===== src/rtl/trig_series_unit.sv =====
// Iterative fixed-point Taylor-series evaluator for cos(x) / sin(x).
// One shared multiplier is time-multiplexed across the LOAD, MUL and SCALE
// states; the series coefficients are elaboration-time constants.
module trig_series_unit #(
  parameter int unsigned WIDTH = 16,
  parameter int unsigned FRAC  = 11,
  parameter int unsigned TERMS = 6
) (
  input  logic                    clk,
  input  logic                    rst,
  input  logic                    start,
  input  logic                    mode,
  input  logic signed [WIDTH-1:0] x_in,
  output logic                    busy,
  output logic                    done,
  output logic signed [WIDTH-1:0] result
);

  localparam int unsigned KW = $clog2(TERMS);

  localparam logic signed [WIDTH-1:0]   MAXV = {1'b0, {(WIDTH-1){1'b1}}};
  localparam logic signed [WIDTH-1:0]   MINV = {1'b1, {(WIDTH-1){1'b0}}};
  localparam logic signed [2*WIDTH-1:0] MAX2 = {{WIDTH{1'b0}}, MAXV};
  localparam logic signed [2*WIDTH-1:0] MIN2 = {{WIDTH{1'b1}}, MINV};
  // Round-half-up bias added before the arithmetic shift.
  localparam logic signed [2*WIDTH-1:0] RND  = (2*WIDTH)'(64'sd1 <<< (FRAC - 1));
  localparam longint                    MAXL = (64'sd1 <<< (WIDTH - 1)) - 1;
  // 1.0 in the working format, clamped if the format cannot represent it.
  localparam logic signed [WIDTH-1:0]   ONE  =
      (FRAC >= WIDTH - 1) ? MAXV : WIDTH'(64'sd1 <<< FRAC);

  localparam logic [KW-1:0] KLAST = KW'(TERMS - 1);

  // round(2^FRAC / (d1*d2)); floor((floor(2N/d) + 1) / 2) is round-half-up.
  function automatic longint calc_coef(input bit sine, input int k);
    longint d;
    longint q;
    if (k == 0) return 0;
    d = sine ? longint'(2 * k) * longint'(2 * k + 1)
             : longint'(2 * k - 1) * longint'(2 * k);
    q = (((64'sd1 <<< (FRAC + 1)) / d) + 1) / 2;
    if (q > MAXL) q = MAXL;
    return q;
  endfunction

  // Full-precision signed product, rounded and saturated back to WIDTH.
  function automatic logic signed [WIDTH-1:0] mul_round(input logic signed [WIDTH-1:0] a,
                                                        input logic signed [WIDTH-1:0] b);
    logic signed [2*WIDTH-1:0] p;
    logic signed [2*WIDTH-1:0] s;
    p = a * b;
    p = p + RND;
    s = p >>> FRAC;
    if (s > MAX2) return MAXV;
    if (s < MIN2) return MINV;
    return s[WIDTH-1:0];
  endfunction

  function automatic logic signed [WIDTH-1:0] neg_sat(input logic signed [WIDTH-1:0] a);
    return (a == MINV) ? MAXV : -a;
  endfunction

  function automatic logic signed [WIDTH-1:0] add_sat(input logic signed [WIDTH-1:0] a,
                                                      input logic signed [WIDTH-1:0] b);
    logic signed [WIDTH:0] s;
    s = {a[WIDTH-1], a} + {b[WIDTH-1], b};
    if (s[WIDTH] != s[WIDTH-1]) return s[WIDTH] ? MINV : MAXV;
    return s[WIDTH-1:0];
  endfunction

  // Coefficient tables; entry 0 is never used by the loop.
  logic signed [WIDTH-1:0] coef_cos [TERMS];
  logic signed [WIDTH-1:0] coef_sin [TERMS];

  for (genvar g = 0; g < TERMS; g++) begin : g_coef
    localparam longint CC = calc_coef(1'b0, g);
    localparam longint CS = calc_coef(1'b1, g);
    assign coef_cos[g] = WIDTH'(CC);
    assign coef_sin[g] = WIDTH'(CS);
  end

  typedef enum logic [2:0] {StIdle, StLoad, StMul, StScale, StDone} state_e;

  state_e                  state_q, state_d;
  logic                    mode_q, mode_d;
  logic signed [WIDTH-1:0] x_q, x_d;
  logic signed [WIDTH-1:0] x2_q, x2_d;
  logic signed [WIDTH-1:0] term_q, term_d;
  logic signed [WIDTH-1:0] acc_q, acc_d;
  logic signed [WIDTH-1:0] result_q, result_d;
  logic [KW-1:0]           k_q, k_d;

  logic signed [WIDTH-1:0] mul_a, mul_b, mul_p;
  logic signed [WIDTH-1:0] coef_k;

  // Operand select for the single shared multiplier.
  always_comb begin
    coef_k = mode_q ? coef_sin[k_q] : coef_cos[k_q];
    mul_a  = x_q;
    mul_b  = x_q;
    unique case (state_q)
      StMul:   begin mul_a = term_q; mul_b = x2_q;   end
      StScale: begin mul_a = term_q; mul_b = coef_k; end
      default: begin mul_a = x_q;    mul_b = x_q;    end
    endcase
    mul_p = mul_round(mul_a, mul_b);
  end

  // Next-state and datapath updates.
  always_comb begin
    state_d  = state_q;
    mode_d   = mode_q;
    x_d      = x_q;
    x2_d     = x2_q;
    term_d   = term_q;
    acc_d    = acc_q;
    result_d = result_q;
    k_d      = k_q;
    unique case (state_q)
      StIdle: begin
        if (start) begin
          x_d     = x_in;
          mode_d  = mode;
          state_d = StLoad;
        end
      end
      StLoad: begin
        x2_d    = mul_p;
        term_d  = mode_q ? x_q : ONE;
        acc_d   = term_d;
        k_d     = KW'(1);
        state_d = StMul;
      end
      StMul: begin
        term_d  = mul_p;
        state_d = StScale;
      end
      StScale: begin
        // Alternating series: each new term is the negated scaled product.
        term_d = neg_sat(mul_p);
        acc_d  = add_sat(acc_q, term_d);
        if (k_q == KLAST) begin
          result_d = acc_d;
          state_d  = StDone;
        end else begin
          k_d     = k_q + KW'(1);
          state_d = StMul;
        end
      end
      StDone: begin
        state_d = StIdle;
      end
      default: begin
        state_d = StIdle;
      end
    endcase
  end

  // State and datapath registers, asynchronously cleared.
  always_ff @(posedge clk or negedge rst) begin
    if (!rst) begin
      state_q  <= StIdle;
      mode_q   <= 1'b0;
      x_q      <= '0;
      x2_q     <= '0;
      term_q   <= '0;
      acc_q    <= '0;
      result_q <= '0;
      k_q      <= '0;
    end else begin
      state_q  <= state_d;
      mode_q   <= mode_d;
      x_q      <= x_d;
      x2_q     <= x2_d;
      term_q   <= term_d;
      acc_q    <= acc_d;
      result_q <= result_d;
      k_q      <= k_d;
    end
  end

  assign busy   = (state_q != StIdle);
  assign done   = (state_q == StDone);
  assign result = result_q;

endmodule


===== config.mk =====
export PLATFORM = sky130hd
export DESIGN_NAME = trig_series_unit
export DESIGN_NICKNAME = d
export VERILOG_FILES = /design/src/rtl/trig_series_unit.sv
export SDC_FILE = /design/constraint.sdc
export NUM_CORES = 1
export LEC_CHECK = 0
export ABC_CLOCK_PERIOD_IN_PS = 13300
export BUFFER_PORTS_ARGS = -buffer_cell sky130_fd_sc_hd__buf_2
export CORE_UTILIZATION = 40
export DETAILED_ROUTE_END_ITERATION = 8
export GPL_TIMING_DRIVEN = 0
export HOLD_SLACK_MARGIN = 0.12
export PLACE_DENSITY = 0.67
export SLEW_MARGIN = 15
export SYNTH_ARGS = -nofsm -noshare
export SYNTH_HDL_FRONTEND = slang
export SYNTH_SLANG_ARGS = --single-unit

===== constraint.sdc =====
create_clock -name clk -period 13.3 [get_ports clk]
set_clock_uncertainty 0.05 [all_clocks]
set_input_delay 0 -clock clk [delete_from_list [all_inputs] [get_ports clk]]
set_output_delay 0 -clock clk [all_outputs]
set_load 0.01 [all_outputs]

[Yosys cells after proc, flatten, opt, wreduce, memory -nomap -nowiden]
Memory sizes are Yosys's and may differ from the RTL's.
Cells that the tools add are included.
Storage, ports and cells
  register bits: 87
  logic and storage cells: 64
  bits in read-only memories: 256
  memories kept: 2
  output and inout bits: 18
Operators by class
  bitwise logic cells: 1
  add/sub/neg operators: 4
  reductions and logical operators: 8
  $mul: 1
  equal/unequal tests: 9
  multiplexer cells: 28
  order comparisons: 3
Memory list
  (name not given): depth 8, width 16, rd ports 1, clocked after memory_dff 0, write ports 0, line 98  | coef_k = mode_q ? coef_sin[k_q] : coef_cos[k_q];
  (name not given): depth 8, width 16, rd ports 1, clocked after memory_dff 0, write ports 0, line 98
Operator list (number)
  16-bit two-way mux: 15
  16-bit case mux with 2 select lines: 2
  16-bit case mux with 3 select lines: 1
  32-bit by 12-bit adder with 32-bit output (second input constant): 1
  16-bit by 16-bit multiplier with 32-bit output: 1
  21-bit by 16-bit greater-than comparator with 1-bit output (second input constant): 1
  21-bit by 16-bit less-than comparator with 1-bit output (second input constant): 1
  16-bit by 16-bit adder with 17-bit output: 1
  16-bit == test (second input constant): 1
  16-bit negation: 1
  3-bit case mux with 4 select lines: 1
  3-bit two-way mux: 3
  3-bit by 2-bit == test with 1-bit output (second input constant): 2
  3-bit == test (second input constant): 2
  3-bit case mux with 2 select lines: 1
  2-bit AND reduction: 3
  3-bit nonzero test: 2
  1-bit two-way mux: 5
  4-bit >= comparator (second input constant): 1
  2-bit inequality test (second input constant): 2
  3-bit inverter with 4-bit output: 1
  3-bit by 1-bit adder with 3-bit output (second input constant): 1
  3-bit by 1-bit == test with 1-bit output (second input constant): 1
  3-bit logical NOT: 1
  other kinds (3): 3

[Logic depth before layout (Yosys ltp)]
  depth in word-level cells: 21
  mapped depth: 48
  mapped depth without buffers: 45

[Worst setup path before layout]
OpenSTA, ideal clock, no wires.
  path type: register -> register
  from: reg k_q[0]
  to: reg result_q[1] (netlist: result[1])
  path slack: 2149 ps
  arrival: 11018 ps
  path buffers: 3
  library setup time: 83 ps
  stages on the path, launching flop included: 45
  path through: dfrtp_1 > inv_2 > ha_1 > nand2_1 > a21oi_1 > a311o_1 > o21ai_0 > o21a_1 > clkbuf_1 > nor2_1 > fa_1 > inv_1 > fa_1 > fa_1 > inv_1 > fa_1 > fa_1 > inv_1 > [... 9 more ...] > a211o_1 > or4_1 > o21ai_1 > o21ai_0 > o311ai_0 > ha_1 > a21o_1 > a21oi_1 > o21bai_1 > a21o_1 > a311oi_1 > o31ai_1 > a21oi_1 > xor2_1 > nor2_1 > clkbuf_1 > o21ai_0 > o21ai_0
Between the ends
  longest elaborated chain between the ends: 20
  elaborated cells on any way between the ends: 31
  those cells by class: add/sub (3); mul (1); order compare (2); eq/ne (3); mux (18); bitwise (1); reduce/logical (1); memory (2)
Ends and longest elaborated chain
  start: declaration: line 91  | logic [KW-1:0] k_q, k_d;
  start signal: assignment: line 178  | k_q <= k_d;
  3-bit inverter with 4-bit output (not written as such): line 98
  memory read 8 x 16 bit
  16-bit two-way mux (not written as such) (2 in a row): line 98
  16-bit two-way mux: line 98
  16-bit case mux with 2 select lines: line 101  | unique case (state_q)
  16-bit by 16-bit multiplier with 32-bit output: line 51  | p = a * b;
  32-bit by 12-bit adder with 32-bit output: line 52  | p = p + RND;
  21-bit by 16-bit less-than comparator with 1-bit output: line 55  | if (s < MIN2) return MINV;
  [... 3 more ...]
  16-bit two-way mux: line 55
  16-bit negation / 16-bit == test (equally long branches): line 60  | return (a == MINV) ? MAXV : -a;
  16-bit two-way mux: line 60
  16-bit by 16-bit adder with 17-bit output: line 66  | s = {a[WIDTH-1], a} + {b[WIDTH-1], b};
  1-bit inequality test: line 67  | if (s[WIDTH] != s[WIDTH-1]) return s[WIDTH] ? MINV : MAXV;
  1-bit two-way mux: line 67
  1-bit two-way mux: line 119  | unique case (state_q)
  16-bit two-way mux: line 68  | return s[WIDTH-1:0];
  end signal: assignment: line 177  | result_q <= result_d;
  end: declaration: line 90  | logic signed [WIDTH-1:0] result_q, result_d;
Parallel ways exist; a longest one is shown, timed or not. The select of a mux whose other input is x is not followed.
A chain may end at the register's enable or synchronous reset.

[Worst setup path after layout]
  from: reg k_q[0]
  to: reg result_q[14] (netlist: result[14])
Same word-level chain as after synthesis.

==> run metrics <==
status finished clean; vias after detailed routing 14100; WP data arrival 12890 ps; Post-Synthesis Cell Area 0.0160 mm2; Yosys warnings 0; initial antenna violation count 0; DIE HEIGHT 202 um; fin. max-slew vios 0; max cap viols 0; fin nets 2327; Syn Area/Cell 8.56 um2; first-pass GRT wire length 82.7 mm; flops & latches, synth 87; fmax 0.0785 GHz; Final setup viols 0; Final Cycle Share 95.7%; Starting Density 41.0%; die area 0.0408 mm2; Worst setup SP type register; DRT Wirelength 52.9 mm; Fin Hold WS 120 ps; post-layout util 45.3%; CORE AREA 0.0390 mm2; Final Hold Viols 0; clock slew at the register clock pins of the worst setup and hold paths 70 ps; CTS root buffer clkbuf_16; IO Pins 38; post-DP HPWL 42.7 mm; Die Wd 202 um; min cycle time layout 12730 ps; asr flop ratio synth 100%; flop2flop setup slack 570 ps; Starting DRT DRC Count 1263; Post-synth EDFFs 0; PortBufs 37; cells on worst reg2reg path 44; M1 WL 21.0 mm; clock buffer depth 2; drt pass-1 iters 8; commonest non-fill, non-tap cells in the layout inv_1, fa_1, nand2_1, nor2_1, ha_1; most used cell, CP fa_1; RSZ-0062 raised after global routing no; Hold Crit Class in2async; met2 WL 24.7 mm; kind of critical path reg2reg; Routed Antenna Nets 0; critical path required time 13450 ps; # rows 72; ys flop type dfrtp_1; Yosys cell types 90; Antenna diodes 0; CP max stage delay 620 ps; P&R area growth vs syn 10.4%; CTS Buf Count 9; CTS tree yes; sequential fraction of the synthesis area 13.6%; Top Layer Used met4; metal3 WL 4.70 mm; endpoint class of the critical path register; Clock Latency Late Sink 350 ps; Routed WL per cell 21.4 um; Total GRT Usage 26.6%; commonest non-fill, non-tap cell in the layout inv_1; Vias per Instance 5.72; synthesized instance count 1869; worst-path fanout max 17; Sink Count 87; # DRC 0; total grt overflow 0; Worst Max-Slew Pin Slew 1010 ps; H-tree depth 3; Routability Congestion 0.997; post-synth net total 2250; layout cell share with drive strength beyond 1 9.69%; relative max-transition margin 30.8%; vias in the first global route 14400; largest net degree at the start of global routing 51; slowest cell on the critical path or4_1
==> critical path, delay by kind of cell (launching register included) <==
kind,cells,cell delay [ps]
AOI/OAI and AO/OA,20,5280
muxes,1,180
adders and majority gates,10,4400
buffers and inverters,8,1120
DFF,1,530
and+or+nand+nor,5,1010
==> repair_timing <==
action,CTS,global route
setup buffers,0,10
resized for setup,28,51
hold buffers,19,0
endpoints found under the setup margin,32,32
cloned,0,1
hold endpoints to repair,105,0
pin swaps,0,6
==> flip-flops by register name, summed over array words and instances (netlist names) <==
register	flops
acc_q	16
result	16
term_q	16
x2_q	16
x_q	16
k_q	3
state_q	3
mode_q	1
==> layout make-up <==
cell class | instances | area [um2]
Buffer | 69 | 319
Clock buffer | 11 | 233
Clock inverter | 5 | 42.5
Fill cell | 3864 | 21300
Inverter | 318 | 1200
Multi-Input combinational cell | 1392 | 12600
Sequential cell | 87 | 2180
Tap cell | 518 | 648
Timing Repair Buffer | 69 | 495
==> path summary, 6_finish.rpt <==
kind | start | endpoint
setup / recovery | k_q[0] | result[14]
hold / removal | rst | result[13]
setup reg to reg | k_q[0] | result[14]
hold reg to reg | result[6] | result[6]
max in group asynchronous | rst | x2_q[4]
min in group clk | x_in[12] | x_q[12]
==> layer usage <==
| layer | up-vias | GRT usage [%] |
|---|---|---|
| li1 | 6225 | - |
| met1 | 7069 | 34.9 |
| met2 | 709 | 43.8 |
| met4 | 0 | 11.3 |
| met3 | 127 | 4.11 |
| met5 | - | 0 |
==> metrics by stage <==
stage | setup TNS [ps] | cells | area, um2 | worst slack (ps)
after floorplan | 0 | 1869 | 16000 | 2150
after global placement | -35570 | 2424 | 16800 | -1360
after detailed placement | -35090 | 2426 | 16900 | -1360
after CTS | 0 | 2461 | 17400 | 1.47
after global routing | 0 | 2469 | 17700 | 25.2
final | 0 | 2469 | 17700 | 566
==> logic make-up (layout without fill, tap and decap cells) <==
kind of cell	Yosys count	after routing	synth area share, %
buffers and inverters	391	472	9.34
muxes	43	43	2.89
DFF	87	87	13.6
adders and majority gates	362	362	40.6
AOI/OAI and AO/OA	374	375	15.7
xor gates and xnor gates	45	45	2.46
and+or+nand+nor	567	567	15.3
==> synthesized netlist by cell type (9+ instances only) <==
cell type  number  area share, %
and3_1         13           0.51
mux2_2         22            1.5
a22oi_1        14           0.66
nor2_1        204            4.8
nor3_1         25           0.78
a31oi_1        15           0.59
o21ai_0        97            3.0
dfrtp_1        87             14
o21bai_1        9           0.42
xor2_1          9           0.49
nand2_1       242            5.7
a21o_1         22            1.0
a21oi_1        82            2.6
xnor2_1        36            2.0
and2_1         16           0.63
ha_1           98            7.7
fa_1          263             33
o21a_1         14           0.66
inv_1         315            7.4
clkbuf_1       60            1.4
mux2i_1        20            1.3
nand3_1        16           0.50
Power is left out: the tool's default activity adds up to more than one toggle a clock period on the data nets, which glitch-free logic cannot reach.
